File: config.mk
export PLATFORM = sky130hd
export DESIGN_NAME = bot_host_flat
export DESIGN_NICKNAME = d
export VERILOG_FILES = /design/src/rtl/bot_host_if.sv /design/src/rtl/bot_host.sv /design/src/flat_wrapper.sv
export SDC_FILE = /design/constraint.sdc
export NUM_CORES = 1
export LEC_CHECK = 0
export BUFFER_PORTS_ARGS = -buffer_cell sky130_fd_sc_hd__clkbuf_2
export CAP_MARGIN = 10
export CELL_PAD_IN_SITES_DETAIL_PLACEMENT = 1
export CELL_PAD_IN_SITES_GLOBAL_PLACEMENT = 2
export CORE_ASPECT_RATIO = 1.5
export CORE_MARGIN = 5
export CORE_UTILIZATION = 33
export DETAILED_ROUTE_END_ITERATION = 7
export PLACE_DENSITY = 0.72
export SYNTH_ARGS = -nofsm -noshare
export SYNTH_HDL_FRONTEND = slang
export SYNTH_SLANG_ARGS = --single-unit
File: constraint.sdc
create_clock -name clock -period 3.3 [get_ports clock]
set_input_delay 0.66 -clock clock [delete_from_list [all_inputs] [get_ports clock]]
set_output_delay 0.66 -clock clock [all_outputs]
set_load 0.02 [all_outputs]
File: src/rtl/bot_host_if.sv
// Byte-wide AXI-Stream link used for the Bulk-Out/Bulk-In pipes and the
// host-side data source/sink of bot_host.
//   tvalid : beat valid (master -> slave)
//   tready : beat accepted when high together with tvalid (slave -> master)
//   tlast  : last beat of packet/transfer (master -> slave)
//   tdata  : data byte (master -> slave)
interface bot_host_if;
   logic       tvalid;
   logic       tready;
   logic       tlast;
   logic [7:0] tdata;

   modport master (output tvalid, output tlast, output tdata, input tready);
   modport slave  (input tvalid, input tlast, input tdata, output tready);
endinterface

File: src/rtl/bot_host.sv
// Host-side USB Mass Storage Bulk-Only Transport engine.
// Takes one SCSI command, sends the 31-byte CBW on the Bulk-Out pipe, moves the
// data phase in the commanded direction, then receives and checks the 13-byte CSW.
//   clock, reset     : system clock, asynchronous active-low reset
//   cmd_*            : command request (valid/ready handshake, accepted only when idle)
//   usb_tx (master)  : Bulk-Out pipe to the device (CBW and write data)
//   usb_rx (slave)   : Bulk-In pipe from the device (read data and CSW)
//   dat_wr (slave)   : write-data source for data-out commands
//   dat_rd (master)  : read-data sink for data-in commands
//   sts_*            : one-cycle completion pulse with CSW contents and error flag
//   busy_o           : high whenever the engine is not idle
module bot_host #(
   parameter int unsigned MAX_PACKET = 512,
   parameter logic [31:0] TAG_INIT   = 32'h0000_0001
) (
   input  logic         clock,
   input  logic         reset,
   input  logic         cmd_valid_i,
   output logic         cmd_ready_o,
   input  logic         cmd_dir_i,
   input  logic [3:0]   cmd_lun_i,
   input  logic [31:0]  cmd_len_i,
   input  logic [4:0]   cmd_cblen_i,
   input  logic [127:0] cmd_cb_i,
   bot_host_if.master   usb_tx,
   bot_host_if.slave    usb_rx,
   bot_host_if.slave    dat_wr,
   bot_host_if.master   dat_rd,
   output logic         sts_valid_o,
   output logic [31:0]  sts_tag_o,
   output logic [31:0]  sts_residue_o,
   output logic [7:0]   sts_status_o,
   output logic         sts_error_o,
   output logic         busy_o
);

   localparam int unsigned    PktW    = (MAX_PACKET > 1) ? $clog2(MAX_PACKET) : 1;
   localparam logic [PktW-1:0] PktLast = PktW'(MAX_PACKET - 1);
   localparam logic [31:0]    CswSig  = 32'h5342_5355;

   typedef enum logic [2:0] {StIdle, StCbw, StDout, StDin, StCsw, StDone} state_e;

   state_e          state_q, state_d;
   logic [31:0]     tag_q, tag_d;
   logic            dir_q, dir_d;
   logic [3:0]      lun_q, lun_d;
   logic [31:0]     len_q, len_d;
   logic [4:0]      cblen_q, cblen_d;
   logic [127:0]    cb_q, cb_d;
   logic [4:0]      idx_q, idx_d;       // CBW / CSW byte index
   logic [31:0]     remain_q, remain_d; // bytes left in the data phase (residue)
   logic [PktW-1:0] pkt_q, pkt_d;       // byte position within current packet
   logic [31:0]     csw_sig_q, csw_sig_d;
   logic [31:0]     csw_tag_q, csw_tag_d;
   logic [31:0]     csw_res_q, csw_res_d;
   logic [7:0]      csw_st_q, csw_st_d;
   logic            frame_err_q, frame_err_d;
   logic [31:0]     sts_tag_q, sts_tag_d;

   logic [4:0]      cblen_clamp;
   logic [127:0]    cb_masked;
   logic [3:0]      cb_sel;
   logic [7:0]      cbw_byte;
   logic            pkt_full;

   logic            tx_valid, tx_last, rx_ready, wr_ready, rd_valid, rd_last;
   logic [7:0]      tx_data, rd_data;

   // Write-data framing comes from the byte count, not from the source.
   logic unused_wr_tlast;
   assign unused_wr_tlast = dat_wr.tlast;

   always_comb begin
      if (cmd_cblen_i == 5'd0) begin
         cblen_clamp = 5'd1;
      end else if (cmd_cblen_i > 5'd16) begin
         cblen_clamp = 5'd16;
      end else begin
         cblen_clamp = cmd_cblen_i;
      end
   end

   // CDB bytes beyond the command length are zeroed at latch time.
   always_comb begin
      cb_masked = '0;
      for (int k = 0; k < 16; k++) begin
         if (5'(k) < cblen_clamp) begin
            cb_masked[8*k +: 8] = cmd_cb_i[8*k +: 8];
         end
      end
   end

   assign cb_sel = 4'(idx_q - 5'd15);

   always_comb begin
      case (idx_q)
         5'd0:    cbw_byte = 8'h55;
         5'd1:    cbw_byte = 8'h53;
         5'd2:    cbw_byte = 8'h42;
         5'd3:    cbw_byte = 8'h43;
         5'd4:    cbw_byte = tag_q[7:0];
         5'd5:    cbw_byte = tag_q[15:8];
         5'd6:    cbw_byte = tag_q[23:16];
         5'd7:    cbw_byte = tag_q[31:24];
         5'd8:    cbw_byte = len_q[7:0];
         5'd9:    cbw_byte = len_q[15:8];
         5'd10:   cbw_byte = len_q[23:16];
         5'd11:   cbw_byte = len_q[31:24];
         5'd12:   cbw_byte = {dir_q, 7'b0};
         5'd13:   cbw_byte = {4'b0, lun_q};
         5'd14:   cbw_byte = {3'b0, cblen_q};
         default: cbw_byte = cb_q[{cb_sel, 3'b000} +: 8];
      endcase
   end

   assign pkt_full = (pkt_q == PktLast);

   always_comb begin
      state_d     = state_q;
      tag_d       = tag_q;
      dir_d       = dir_q;
      lun_d       = lun_q;
      len_d       = len_q;
      cblen_d     = cblen_q;
      cb_d        = cb_q;
      idx_d       = idx_q;
      remain_d    = remain_q;
      pkt_d       = pkt_q;
      csw_sig_d   = csw_sig_q;
      csw_tag_d   = csw_tag_q;
      csw_res_d   = csw_res_q;
      csw_st_d    = csw_st_q;
      frame_err_d = frame_err_q;
      sts_tag_d   = sts_tag_q;
      tx_valid    = 1'b0;
      tx_last     = 1'b0;
      tx_data     = 8'h00;
      rx_ready    = 1'b0;
      wr_ready    = 1'b0;
      rd_valid    = 1'b0;
      rd_last     = 1'b0;
      rd_data     = 8'h00;

      unique case (state_q)
         StIdle: begin
            if (cmd_valid_i) begin
               dir_d       = cmd_dir_i;
               lun_d       = cmd_lun_i;
               len_d       = cmd_len_i;
               cblen_d     = cblen_clamp;
               cb_d        = cb_masked;
               remain_d    = cmd_len_i;
               idx_d       = '0;
               pkt_d       = '0;
               csw_sig_d   = '0;
               csw_tag_d   = '0;
               csw_res_d   = '0;
               csw_st_d    = '0;
               frame_err_d = 1'b0;
               state_d     = StCbw;
            end
         end

         StCbw: begin
            tx_valid = 1'b1;
            tx_data  = cbw_byte;
            tx_last  = (idx_q == 5'd30);
            if (usb_tx.tready) begin
               if (idx_q == 5'd30) begin
                  idx_d = '0;
                  if (len_q == 32'd0) begin
                     state_d = StCsw;
                  end else if (dir_q) begin
                     state_d = StDin;
                  end else begin
                     state_d = StDout;
                  end
               end else begin
                  idx_d = idx_q + 5'd1;
               end
            end
         end

         StDout: begin
            tx_valid = dat_wr.tvalid;
            tx_data  = dat_wr.tdata;
            tx_last  = (remain_q == 32'd1) || pkt_full;
            wr_ready = usb_tx.tready;
            if (dat_wr.tvalid && usb_tx.tready) begin
               remain_d = remain_q - 32'd1;
               pkt_d    = pkt_full ? '0 : pkt_q + 1'b1;
               if (remain_q == 32'd1) begin
                  state_d = StCsw;
               end
            end
         end

         StDin: begin
            rd_valid = usb_rx.tvalid;
            rd_data  = usb_rx.tdata;
            rd_last  = (remain_q == 32'd1) || usb_rx.tlast;
            rx_ready = dat_rd.tready;
            if (usb_rx.tvalid && dat_rd.tready) begin
               remain_d = remain_q - 32'd1;
               pkt_d    = (pkt_full || usb_rx.tlast) ? '0 : pkt_q + 1'b1;
               // tlast on a packet shorter than MAX_PACKET ends the data phase early.
               if ((remain_q == 32'd1) || (usb_rx.tlast && !pkt_full)) begin
                  state_d = StCsw;
               end
            end
         end

         StCsw: begin
            rx_ready = 1'b1;
            if (usb_rx.tvalid) begin
               if (idx_q < 5'd4) begin
                  csw_sig_d[{idx_q[1:0], 3'b000} +: 8] = usb_rx.tdata;
               end else if (idx_q < 5'd8) begin
                  csw_tag_d[{idx_q[1:0], 3'b000} +: 8] = usb_rx.tdata;
               end else if (idx_q < 5'd12) begin
                  csw_res_d[{idx_q[1:0], 3'b000} +: 8] = usb_rx.tdata;
               end else if (idx_q == 5'd12) begin
                  csw_st_d = usb_rx.tdata;
               end
               if ((usb_rx.tlast && (idx_q < 5'd12)) || (!usb_rx.tlast && (idx_q == 5'd12))) begin
                  frame_err_d = 1'b1;
               end
               if (usb_rx.tlast) begin
                  sts_tag_d = tag_q;
                  state_d   = StDone;
               end else if (idx_q != 5'd13) begin
                  // Index parks at 13 while draining an over-long CSW.
                  idx_d = idx_q + 5'd1;
               end
            end
         end

         StDone: begin
            tag_d   = tag_q + 32'd1;
            state_d = StIdle;
         end

         default: state_d = StIdle;
      endcase
   end

   always_ff @(posedge clock or negedge reset) begin
      if (!reset) begin
         state_q     <= StIdle;
         tag_q       <= TAG_INIT;
         dir_q       <= 1'b0;
         lun_q       <= '0;
         len_q       <= '0;
         cblen_q     <= '0;
         cb_q        <= '0;
         idx_q       <= '0;
         remain_q    <= '0;
         pkt_q       <= '0;
         csw_sig_q   <= '0;
         csw_tag_q   <= '0;
         csw_res_q   <= '0;
         csw_st_q    <= '0;
         frame_err_q <= 1'b0;
         sts_tag_q   <= '0;
      end else begin
         state_q     <= state_d;
         tag_q       <= tag_d;
         dir_q       <= dir_d;
         lun_q       <= lun_d;
         len_q       <= len_d;
         cblen_q     <= cblen_d;
         cb_q        <= cb_d;
         idx_q       <= idx_d;
         remain_q    <= remain_d;
         pkt_q       <= pkt_d;
         csw_sig_q   <= csw_sig_d;
         csw_tag_q   <= csw_tag_d;
         csw_res_q   <= csw_res_d;
         csw_st_q    <= csw_st_d;
         frame_err_q <= frame_err_d;
         sts_tag_q   <= sts_tag_d;
      end
   end

   assign usb_tx.tvalid = tx_valid;
   assign usb_tx.tlast  = tx_last;
   assign usb_tx.tdata  = tx_data;
   assign usb_rx.tready = rx_ready;
   assign dat_wr.tready = wr_ready;
   assign dat_rd.tvalid = rd_valid;
   assign dat_rd.tlast  = rd_last;
   assign dat_rd.tdata  = rd_data;

   assign cmd_ready_o   = (state_q == StIdle);
   assign busy_o        = (state_q != StIdle);
   assign sts_valid_o   = (state_q == StDone);
   assign sts_tag_o     = sts_tag_q;
   assign sts_residue_o = csw_res_q;
   assign sts_status_o  = csw_st_q;
   // tag_q still holds the issued tag during StDone; it increments on leaving.
   assign sts_error_o   = (state_q == StDone) &&
                          ((csw_sig_q != CswSig) || (csw_tag_q != tag_q) ||
                           frame_err_q || (csw_st_q > 8'd2));

endmodule
File: src/flat_wrapper.sv
// flat-port wrapper written by rule: the top's interface ports become plain ports
module bot_host_flat 
#(
   parameter int unsigned MAX_PACKET = 512,
   parameter logic [31:0] TAG_INIT   = 32'h0000_0001
)
  (clock, reset, cmd_valid_i, cmd_ready_o, cmd_dir_i, cmd_lun_i, cmd_len_i, cmd_cblen_i, cmd_cb_i, sts_valid_o, sts_tag_o, sts_residue_o, sts_status_o, sts_error_o, busy_o, usb_tx_tvalid, usb_tx_tlast, usb_tx_tdata, usb_tx_tready, usb_rx_tvalid, usb_rx_tlast, usb_rx_tdata, usb_rx_tready, dat_wr_tvalid, dat_wr_tlast, dat_wr_tdata, dat_wr_tready, dat_rd_tvalid, dat_rd_tlast, dat_rd_tdata, dat_rd_tready);
  bot_host_if usb_tx_i ();
  bot_host_if usb_rx_i ();
  bot_host_if dat_wr_i ();
  bot_host_if dat_rd_i ();
  input  logic clock;
  input  logic reset;
  input  logic cmd_valid_i;
  output logic cmd_ready_o;
  input  logic cmd_dir_i;
  input  logic [3:0] cmd_lun_i;
  input  logic [31:0] cmd_len_i;
  input  logic [4:0] cmd_cblen_i;
  input  logic [127:0] cmd_cb_i;
  output logic sts_valid_o;
  output logic [31:0] sts_tag_o;
  output logic [31:0] sts_residue_o;
  output logic [7:0] sts_status_o;
  output logic sts_error_o;
  output logic busy_o;
  output wire logic [$bits(usb_tx_i.tvalid)-1:0] usb_tx_tvalid;
  output wire logic [$bits(usb_tx_i.tlast)-1:0] usb_tx_tlast;
  output wire logic [$bits(usb_tx_i.tdata)-1:0] usb_tx_tdata;
  input wire logic [$bits(usb_tx_i.tready)-1:0] usb_tx_tready;
  input wire logic [$bits(usb_rx_i.tvalid)-1:0] usb_rx_tvalid;
  input wire logic [$bits(usb_rx_i.tlast)-1:0] usb_rx_tlast;
  input wire logic [$bits(usb_rx_i.tdata)-1:0] usb_rx_tdata;
  output wire logic [$bits(usb_rx_i.tready)-1:0] usb_rx_tready;
  input wire logic [$bits(dat_wr_i.tvalid)-1:0] dat_wr_tvalid;
  input wire logic [$bits(dat_wr_i.tlast)-1:0] dat_wr_tlast;
  input wire logic [$bits(dat_wr_i.tdata)-1:0] dat_wr_tdata;
  output wire logic [$bits(dat_wr_i.tready)-1:0] dat_wr_tready;
  output wire logic [$bits(dat_rd_i.tvalid)-1:0] dat_rd_tvalid;
  output wire logic [$bits(dat_rd_i.tlast)-1:0] dat_rd_tlast;
  output wire logic [$bits(dat_rd_i.tdata)-1:0] dat_rd_tdata;
  input wire logic [$bits(dat_rd_i.tready)-1:0] dat_rd_tready;
  assign usb_tx_tvalid = usb_tx_i.tvalid;
  assign usb_tx_tlast = usb_tx_i.tlast;
  assign usb_tx_tdata = usb_tx_i.tdata;
  assign usb_tx_i.tready = usb_tx_tready;
  assign usb_rx_i.tvalid = usb_rx_tvalid;
  assign usb_rx_i.tlast = usb_rx_tlast;
  assign usb_rx_i.tdata = usb_rx_tdata;
  assign usb_rx_tready = usb_rx_i.tready;
  assign dat_wr_i.tvalid = dat_wr_tvalid;
  assign dat_wr_i.tlast = dat_wr_tlast;
  assign dat_wr_i.tdata = dat_wr_tdata;
  assign dat_wr_tready = dat_wr_i.tready;
  assign dat_rd_tvalid = dat_rd_i.tvalid;
  assign dat_rd_tlast = dat_rd_i.tlast;
  assign dat_rd_tdata = dat_rd_i.tdata;
  assign dat_rd_i.tready = dat_rd_tready;
  bot_host #(.MAX_PACKET(MAX_PACKET), .TAG_INIT(TAG_INIT)) u_core (.clock(clock), .reset(reset), .cmd_valid_i(cmd_valid_i), .cmd_ready_o(cmd_ready_o), .cmd_dir_i(cmd_dir_i), .cmd_lun_i(cmd_lun_i), .cmd_len_i(cmd_len_i), .cmd_cblen_i(cmd_cblen_i), .cmd_cb_i(cmd_cb_i), .usb_tx(usb_tx_i), .usb_rx(usb_rx_i), .dat_wr(dat_wr_i), .dat_rd(dat_rd_i), .sts_valid_o(sts_valid_o), .sts_tag_o(sts_tag_o), .sts_residue_o(sts_residue_o), .sts_status_o(sts_status_o), .sts_error_o(sts_error_o), .busy_o(busy_o));
endmodule
### Word-level counts from Yosys, hierarchy flattened

Cells that the tools add are included.

* bits in registers: 388
* output and inout port bits: 98

* add/sub/neg operators: 6
* order comparisons: 21
* equal/unequal tests: 44
* shifts and indexed selects: 3
* multiplexer cells: 83
* reductions and logical operators: 34

Operators by type and width (number)
* two-way mux 32 bit: 13
* case mux 32 bit (2 select lines): 3
* two-way mux 8 bit: 23
* indexed part select 128 x 8 -> 8 bit: 1
* case mux 8 bit (15 select lines): 1
* bitwise mux 32 bit: 3
* case mux 32 bit (3 select lines): 1
* two-way mux 9 bit: 5
* < comparator 4 x 5 -> 1 bit, first input constant: 8
* two-way mux 5 bit: 8
* == test 5 x 4 -> 1 bit, second input constant: 7
* adder 32 x 1 -> 32 bit, second input constant: 1
* == test 32 x 1 -> 1 bit, second input constant: 1
* logical NOT 32 bit: 1
* != test 32 x 31 -> 1 bit, second input constant: 1
* != test 32 bit: 1
* case mux 8 bit (2 select lines): 2
* variable shift 8 x 7 -> 32 bit, first input constant: 1
* indexed part select 8 x 7 -> 32 bit: 1
* subtractor 32 x 1 -> 32 bit, second input constant: 1
* two-way mux 3 bit: 10
* case mux 9 bit (3 select lines): 1
* != test 2 x 1 -> 1 bit, second input constant: 11
* == test 5 x 3 -> 1 bit, second input constant: 4
* other kinds (38): 82

### Logic depth before layout (Yosys ltp)

Gate-level depths: netlist of the first run.

* word-level depth: 8
* mapped depth: 11
* mapped depth without buffers: 10

### Least setup slack after synthesis of the first run

Ideal clock, no wire load.

* path type: flip-flop to output port
* start point: register u_core.idx_q[0]
* end point: output port usb_tx_tdata[5]
* arrival: 2.821 ns
* slack: -0.181 ns
* stages on the path, launching flop included: 11
* path buffers: 4
* cells stage by stage: dfrtp_1 > buf_2 > inv_1 > ha_1 > buf_2 > buf_2 > clkbuf_1 > mux4_2 > mux2_2 > o2111ai_1 > o211ai_1

* longest elaborated chain between the ends: 4
* elaborated cells on any way between the ends: 19
* those cells by class: add/sub (1); eq/ne (14); shift (1); mux (2); reduce/logical (1)

Ends and longest elaborated chain
* start, declared: line bot_host.sv:50 `logic [4:0] idx_q, idx_d;`
* start signal, assigned: line bot_host.sv:273 `idx_q <= idx_d;`
* subtractor 4 bit: line bot_host.sv:93 `assign cb_sel = 4'(idx_q - 5'd15);`
* indexed part select 128 x 8 -> 8 bit: line bot_host.sv:112 `default: cbw_byte = cb_q[{cb_sel, 3'b000} +: 8];`
* case mux 8 bit (15 select lines) (*): line bot_host.sv:96 `case (idx_q)`
* case mux 8 bit (2 select lines) (*): line bot_host.sv:144 `unique case (state_q)`
* end, declared: line flat_wrapper.sv:29 `output wire logic [$bits(usb_tx_i.tdata)-1:0] usb_tx_tdata;`

Every way passes the cells marked *; elsewhere a longest branch is shown, timed or not.

### Final worst setup path of the first run

* start point: register u_core.idx_q[1]
* end point: output port usb_tx_tdata[6]

Same word-level chain as after synthesis.

==> results of run 1 <==
## stage by stage
stage,instance area (um2),utilization (%),hold WS (ns),power [mW]
final,23800,41.9,0.0666,18.9
after detailed placement,21800,38.4,0.452,13.8
after global routing,23800,41.9,0.0997,19.9
after floorplan,18900,-,0.364,11.0
after CTS,23700,41.7,0.0831,19.0
after global placement,21800,38.4,0.443,13.5
## metal layers
layer / track usage, % / vias up / routed length, um
li1: - / 7126 / -
met4: 7.01 / 2 / 2250
met3: 3.45 / 106 / 2900
met2: 44.6 / 375 / 40200
met5: 0 / - / 11
met1: 27.3 / 8124 / 28600
## path summary, 6_finish.rpt
kind	start	slack, ns	end
min in group clock	cmd_cb_i[0]	0.29	u_core.cb_q[0]
worst max-delay path	u_core.idx_q[1]	-0.16	usb_tx_tdata[6]
max in group asynchronous	reset	2.35	u_core.tag_q[0]
worst max register to register	u_core.state_q[2]	0.41	u_core.pkt_q[3]
worst min-delay path	reset	0.07	u_core.cb_q[34]
worst min register to register	u_core.cb_q[62]	0.46	u_core.cb_q[62]
## registers in the layout (all words and copies together), names as in the netlist, 4 cells and up
register,count
u_core.cb_q,128
u_core.csw_sig_q,32
u_core.csw_tag_q,32
u_core.len_q,32
u_core.remain_q,32
u_core.sts_residue_o,32
u_core.sts_tag_o,32
u_core.tag_q,32
u_core.pkt_q,9
u_core.sts_status_o,8
u_core.cblen_q,5
u_core.idx_q,5
u_core.lun_q,4
## cells in the final DEF (no fill, tap or decap), types with 32 or more instances in the layout
cell type	count
mux2_2	108
nor2_1	66
nand3_1	55
o21ai_0	82
buf_4	108
dfrtp_1	383
xor2_1	36
a22o_1	122
clkbuf_2	281
mux4_2	32
clkbuf_16	41
nand2_1	259
a21oi_1	44
## critical path, cell delays in order, from the launching register on
cell and delay (ns):
dfrtp_1 0.38, inv_2 0.07, ha_4 0.37, buf_4 0.15
mux4_2 0.33, nor2b_1 0.16, a211oi_2 0.18, a21oi_2 0.05
a221o_1 0.37, clkbuf_8 0.17
## cell usage after synthesis (6+ instances only)
| cell | n |
|---|---|
| and3_1 | 31 |
| xnor2_1 | 29 |
| a21oi_1 | 48 |
| mux2i_1 | 11 |
| o22a_1 | 11 |
| nor2_1 | 67 |
| o211ai_1 | 6 |
| o21ai_0 | 90 |
| nand4_1 | 20 |
| buf_2 | 22 |
| nor4_1 | 29 |
| buf_1 | 9 |
| ha_1 | 13 |
| nand2b_1 | 8 |
| a2bb2oi_1 | 7 |
| mux2_2 | 113 |
| nor2b_1 | 11 |
| o21a_1 | 10 |
| o31ai_1 | 18 |
| a22o_1 | 122 |
| a32oi_1 | 8 |
| clkbuf_1 | 82 |
| xor2_1 | 37 |
| nand3_1 | 56 |
| a22oi_1 | 11 |
| and4_1 | 6 |
| dfrtp_1 | 387 |
| inv_1 | 23 |
| nand2_1 | 261 |
| and2_1 | 30 |
| a31oi_1 | 18 |
| mux4_2 | 32 |
| nor3_1 | 23 |
## cell families after synthesis
kind of cell	share of synthesized area, %
compound gates	15.6
simple gates	15.1
xor+xnor	3.05
mux	11.2
fa+ha+maj	0.859
flops	51.3
buf+inv	2.90
## cell type report
cell class	instances	area, um2	share of cell area (%)
Clock buffer	53	1160	4.88
Antenna cell	1	2.50	0.0105
Timing Repair Buffer	420	2750	11.6
Clock inverter	14	134	0.563
Tap cell	763	955	4.02
Inverter	24	93.8	0.395
Multi-Input combinational cell	1225	8960	37.7
Sequential cell	388	9720	40.9
## power by group through the flow
stage / Clock, mW / Combinational, mW / Sequential (mW)
floorplan: 0 / 4.32 / 6.71
global placement: 0 / 6.40 / 7.14
detailed placement: 0 / 6.55 / 7.21
CTS: 4.70 / 7.19 / 7.13
global route: 4.88 / 7.79 / 7.27
finish: 4.59 / 7.19 / 7.15
## timing repair
action                     4_1_cts  5_1_grt
resized for setup               69       33
gates cloned                     2        0
setup buffers                   23        5
pin swaps                       18       17
setup endpoints to repair        9       12
==> summary by stage, run 1 <==
Status
The run finished, with violations left. The final reports fail on negative setup slack.

Power and ir drop
Summed over all cells, the static leakage comes to around 11 nW. The maximum ir drop on the vdd rail is ~0.33 mV. The total power divided by cell area is approximately 800 nW/um2.

The clock share of power is between 20% and 30%. Net switching is between 30% and 40% of the power. The proportion of power drawn by flip-flops and latches is 37.8%.

The portion of total power attributed to combinational logic is 38.0%. Internal power comes to around 12 mW. For this design the total switching power over the nets is 7.07 mW.

Critical path
The worst-case reg-to-reg path depth is 6. STA classifies the critical path endpoint as an output port. STA puts the critical path data arrival time at between 2 and 3 ns. The top fanout value on the critical path is 7. For the worst setup path, the data required time is 2.64 ns. The type of the setup path with the least slack is register to output port. STA classifies the critical path startpoint as a register.

Timing
Setup repair after global routing could not meet its margin everywhere. The final period utilization is 105%. The routed design could run at a clock period as short as 3.46 ns.

The maximum frequency from static timing analysis is 289 MHz. The worst slew margin relative to its limit is between 20% and 30%. For the pin with the worst max-slew slack, the measured transition is about 1.1 ns. The total of endpoints with negative setup slack in the final report is 8. The worst clock skew is 0.0174 ns.

The count of endpoints failing hold in the final timing report was 0. Summed over all failing endpoints, the final setup total negative slack is -0.843 ns. The setup slack of the critical path after layout is -0.159 ns. The final count of pins violating max slew is 0.

Cells and area
The post-layout instance count excluding filler cells is a little under 3000. In the final layout, the share of cells above drive strength 1 is around a third. The filler cells instantiated in the layout total about 6400.

In the final design database the tool counted between 2000 and 2500 nets. The layout overhead on the synthesized area is 25.6%.

Global routing
Global routing consumed, over all layers together, roughly a quarter of the routing resources. The number of antenna violations at the first check in global routing came to 2. Global routing finished with a remaining overflow of 0. The first global-routing pass estimated 111000 um of wire. Entering global routing, the biggest net connects 72 pins.

The via count of the first global-routing pass is between 15000 and 20000.

Floorplan
The die boundary height is between 300 and 400 um. The die covers 62300 um2. Row generation in the floorplan step produced about 110 rows.

The starting density of the core is around 33%. The width of the chip is approximately 200 um. The number of ports placed on the die boundary is approximately 290.

The core region is ~57000 um2.

Place
Buffers placed on the I/O ports in this run total 291. Before CTS, the worst setup slack after placement is 0.109 ns. Routability-driven placement finished with a final weighted congestion of about 0.90.

Counting tap cells, the placed design contains a total of ~2800 instances. The wire-length estimate of the detail-placed layout is ~56000 um.

Clocking
The count of hold-fix buffers inserted at cts is 0. The total clock buffers created by CTS is 40. TritonCTS built the clock tree. The number of H-tree levels is 2.

Clock-pin slew was measured on the worst setup and hold paths at 0.06 ns. The worst-case clock buffer depth is 3. The clock sink count is between 300 and 400. The master cell of the clock root buffer is clkbuf_16. For the worst-skew pair, the clock arrives at the later sink with an insertion delay of 0.56 ns.

Synthesis
In the synthesized netlist the async set-or-reset flop fraction comes to between 90% and 100%. The average cell area after synthesis is approximately 11 um2. The count of flip-flops with a built-in enable after synthesis is 0. By area the synthesized netlist is led by dfrtp_1 (51%), mux2_2 (6.7%), a22o_1 (5.6%), nand2_1 (5.2%), mux4_2 (3.8%).

The synthesized netlist occupies a cell area of roughly 19000 um2. The post-synthesis sequential area ratio is 51.3%. After synthesis, the largest area contributor takes up approximately half of total cell area. Among all flip-flop cells after synthesis, the most frequent one is dfrtp_1.

The post-synthesis instance total is 1751. The cell accounting for the most synthesized area is dfrtp_1. The number of nets handed over by synthesis was about 2000. The number of distinct library cells after synthesis is 79.

Counting flops and latches in the post-synthesis netlist gives ~390. The Yosys step of the flow raised 0 warnings.

Drt
Summed over all layers, the routed wires come to roughly 74000 um. The count of nets left with antenna violations once routing finished came out at 0. The total vias in the final route is ~16000. The final routed wire length divided by cell count is roughly 26 um.

The detailed router finished its first iteration with 812 violations. In the routed design, unresolved DRC markers number 0. The first-pass detailed-route iteration total is 5. The per-cell via count in the routed design is between 5 and 6.

Min path
The class of the tightest hold or removal check is input pin to asynchronous set/reset pin.

Flow run
Across the run, the number of max-cap violations was 0.
Note: power is estimated with default switching activity, not from simulation.
==> inputs of run 2 (changes only) <==
==> constraint.sdc (replaced) <==
create_clock -name clock -period 3.3 [get_ports clock]
set_input_delay 0.66 -clock clock [delete_from_list [all_inputs] [get_ports clock]]
set_output_delay 0.66 -clock clock [all_outputs]
set_load 0.005 [all_outputs]
==> run 2 against run 1 <==
  * Global-route usage shrank 0.14 points
  * Largest cell class unchanged
  * The run still ends with negative setup slack left
  * Non-clock buffer count fell by 7
  * Combinational power shrank 3.1%
==> summary by stage, run 2 (synthesized netlist as in run 1, its figures left out) <==
Status
The flow ran to the end, but the final reports show violations. The final reports fail on negative setup slack.

Floorplan
The total number of placement rows is about 110. The core region is between 50000 and 60000 um2. The die covers between 60000 and 70000 um2. The die boundary height is between 300 and 400 um. The number of ports placed on the die boundary is between 200 and 300. The die is about 200 um wide.

The initial utilization of the core area, before any placement, comes to between 30% and 40%.

Timing
The final period utilization is 106%. The final count of pins violating max slew is 0. Adding up every negative setup slack in the final design gives -1.08 ns.

Across the routed clock network, the largest skew measured is 0.0200 ns. The slew at the pin with the worst max-slew slack is roughly 1 ns. Static timing analysis puts the maximum clock frequency at roughly 290 MHz. The total of endpoints with negative setup slack in the final report is 8.

The worst slew margin relative to its limit is a little under a third. The count of endpoints failing hold in the final timing report was 0. Once routing completed, OpenROAD measured the worst setup slack at -0.187 ns.

Setup repair after global routing could not meet its margin everywhere. The worst path in the final design needs a cycle of between 3 and 4 ns, including I/O delays and setup.

Global routing
Global routing consumed, over all layers together, a little under a quarter of the routing resources. Entering global routing, the biggest net connects between 70 and 80 pins. The first global-routing pass estimated 110000 um of wire.

Summed over all layers, the global routing overflow is 0. The via count of the first global-routing pass is about 17000. The number of antenna violations at the first check in global routing is 3.

Cells and area
The layout has between 6000 and 7000 filler cells. The post-route netlist has between 30% and 40% of its cells at a drive strength greater than 1. Summing all non-filler instances in the final layout gives an area of 23700 um2.

The net count of the finished layout is ~2300. The most common cell after layout, fill and taps aside is dfrtp_1. Relative to the synthesized area, the layout overhead comes to 25.1%. Counting flops per register, the top entry is u_core.cb_q.

The flip-flop count of the largest register, all copies and words added is between 100 and 150. In the layout the commonest cells are dfrtp_1 (382), clkbuf_2 (287), nand2_1 (260), a22o_1 (122), mux2_2 (108).

Clocking
Hold repair after CTS inserted 0 buffers. The clock sink count is 388. The clock passes through at most 3 buffers. Counting the buffers created by CTS gives 42. The later pin in the worst-skew pair is clocked with a latency of between 0.5 and 0.6 ns. The master cell of the clock root buffer is clkbuf_16. The TritonCTS clock tree is done. The clock tree synthesis step divided the H-tree into 2 levels. The clock input transition at the sequential cells of the worst setup and hold paths is 0.06 ns.

Drt
Dividing the detail-routed via count by the number of cells gives between 5 and 6. The routed design has around 74000 um of wire. The first TritonRoute pass finished after 5 iterations. In the final routed layout, each cell accounts on average for 25.6 um.

In the routed design, unresolved DRC markers number 0. The total vias in the final route is 15900. The initial detailed-routing violation count is roughly 880. The remaining antenna violation count is 0.

Min path
The class of the tightest hold or removal check is input pin to asynchronous set/reset pin.

Place
Port buffering added slightly below 300 buffers. The weighted congestion at the end of routability-driven global placement is roughly 0.87. The placed wire-length estimate after detailed placement is 55700 um. In this run the cell area measured after placement is approximately 22000 um2.

Critical path
The top fanout value on the critical path is 8. The cell with the largest stage delay on the worst path is dfrtp_2. The signal on the critical path passes through inv_4 -> ha_4 -> buf_12 -> buf_4 -> mux4_2 -> mux2i_2 -> a21oi_1 -> a221o_1 -> clkbuf_2. The largest single stage delay on the critical path is 0.43 ns.

The worst setup path is launched from a register. The critical path's top delay family is multiplexers. Together, buffers and inverters on the worst path number 4. The data required time at the worst endpoint is 2.64 ns. For the worst setup path, the data arrival time is between 2 and 3 ns. The critical path in this run is classified as register to output port.

The type of element capturing the critical path is an output port.

Power and ir drop
VDD sags by at most approximately 0.37 mV. The leakage power is 11.3 nW. The total power divided by cell area is between 800 and 900 nW/um2.

Flow run
Max-cap violations in this run came to 0.
[run 2: changes by cell type in the layout (fill, tap and decap cells not counted), sizes merged]
cell	previous run	this run
buf	136	125
bufinv	2	3
clkbuf	337	346
clkinv	9	8
clkinvlp	4	2
diode	1	2
inv	23	26
[run 2: per-layer routing]
layer	share of wire, %	global-route usage (%)	vias to the layer above
met5	0.0095	0	-
met4	3.6	7.55	2
met3	4.3	3.50	123
met2	53	43.5	434
met1	39	27.6	8185
li1	-	-	7117
[run 2: layout make-up]
class,count,area (um2),share of cell area [%]
Multi-Input combinational cell,1225,8930,37.7
Tap cell,763,955,4.03
Sequential cell,388,9720,41.0
Antenna cell,2,5.00,0.0211
Clock inverter,15,178,0.750
Clock buffer,58,1200,5.07
Inverter,24,93.8,0.396
Timing Repair Buffer,413,2600,11.0
[run 2: metrics by stage]
step / power [mW] / worst slack [ns] / utilization [%] / instances / hold WS, ns
6_report: 18.9 / -0.187 / 41.7 / 2888 / 0.0228
5_1_grt: 20.0 / -0.250 / 41.7 / 2888 / 0.0455
4_1_cts: 19.0 / -0.190 / 41.3 / 2863 / 0.0198
3_5_place_dp: 13.5 / 0.0781 / 38.2 / 2774 / 0.455
3_3_place_gp: 13.3 / 0.131 / 38.2 / 2774 / 0.446
2_1_floorplan: 10.8 / 0.0767 / - / 1751 / 0.364
[run 2: final timing paths]
kind                                           end  depth (start not counted)  slack [ns]        startpoint
min in group clock                  u_core.cb_q[0]                          3        0.27       cmd_cb_i[0]
setup reg to reg              u_core.csw_tag_q[16]                          7        0.55   u_core.idx_q[2]
setup / recovery                   usb_tx_tdata[1]                          9       -0.19   u_core.idx_q[0]
max in group asynchronous  u_core.sts_residue_o[2]                          2        2.40             reset
hold / removal                     u_core.cb_q[48]                          1        0.02             reset
hold reg to reg                   u_core.cb_q[122]                          2        0.48  u_core.cb_q[122]
[run 2: report_power, final]
part / switching (mW) / total (mW) / internal, mW
clock: 2.02 / 4.81 / 2.79
combinational: 3.78 / 6.97 / 3.19
sequential: 1.17 / 7.17 / 6.00
total: 6.97 / 18.9 / 12.0
[run 2: timing repair]
item	4_1_cts	5_1_grt
gates resized for setup	45	30
buffers inserted	13	24
cloned	3	1
pin swaps	12	11
endpoints found under the setup margin	9	10
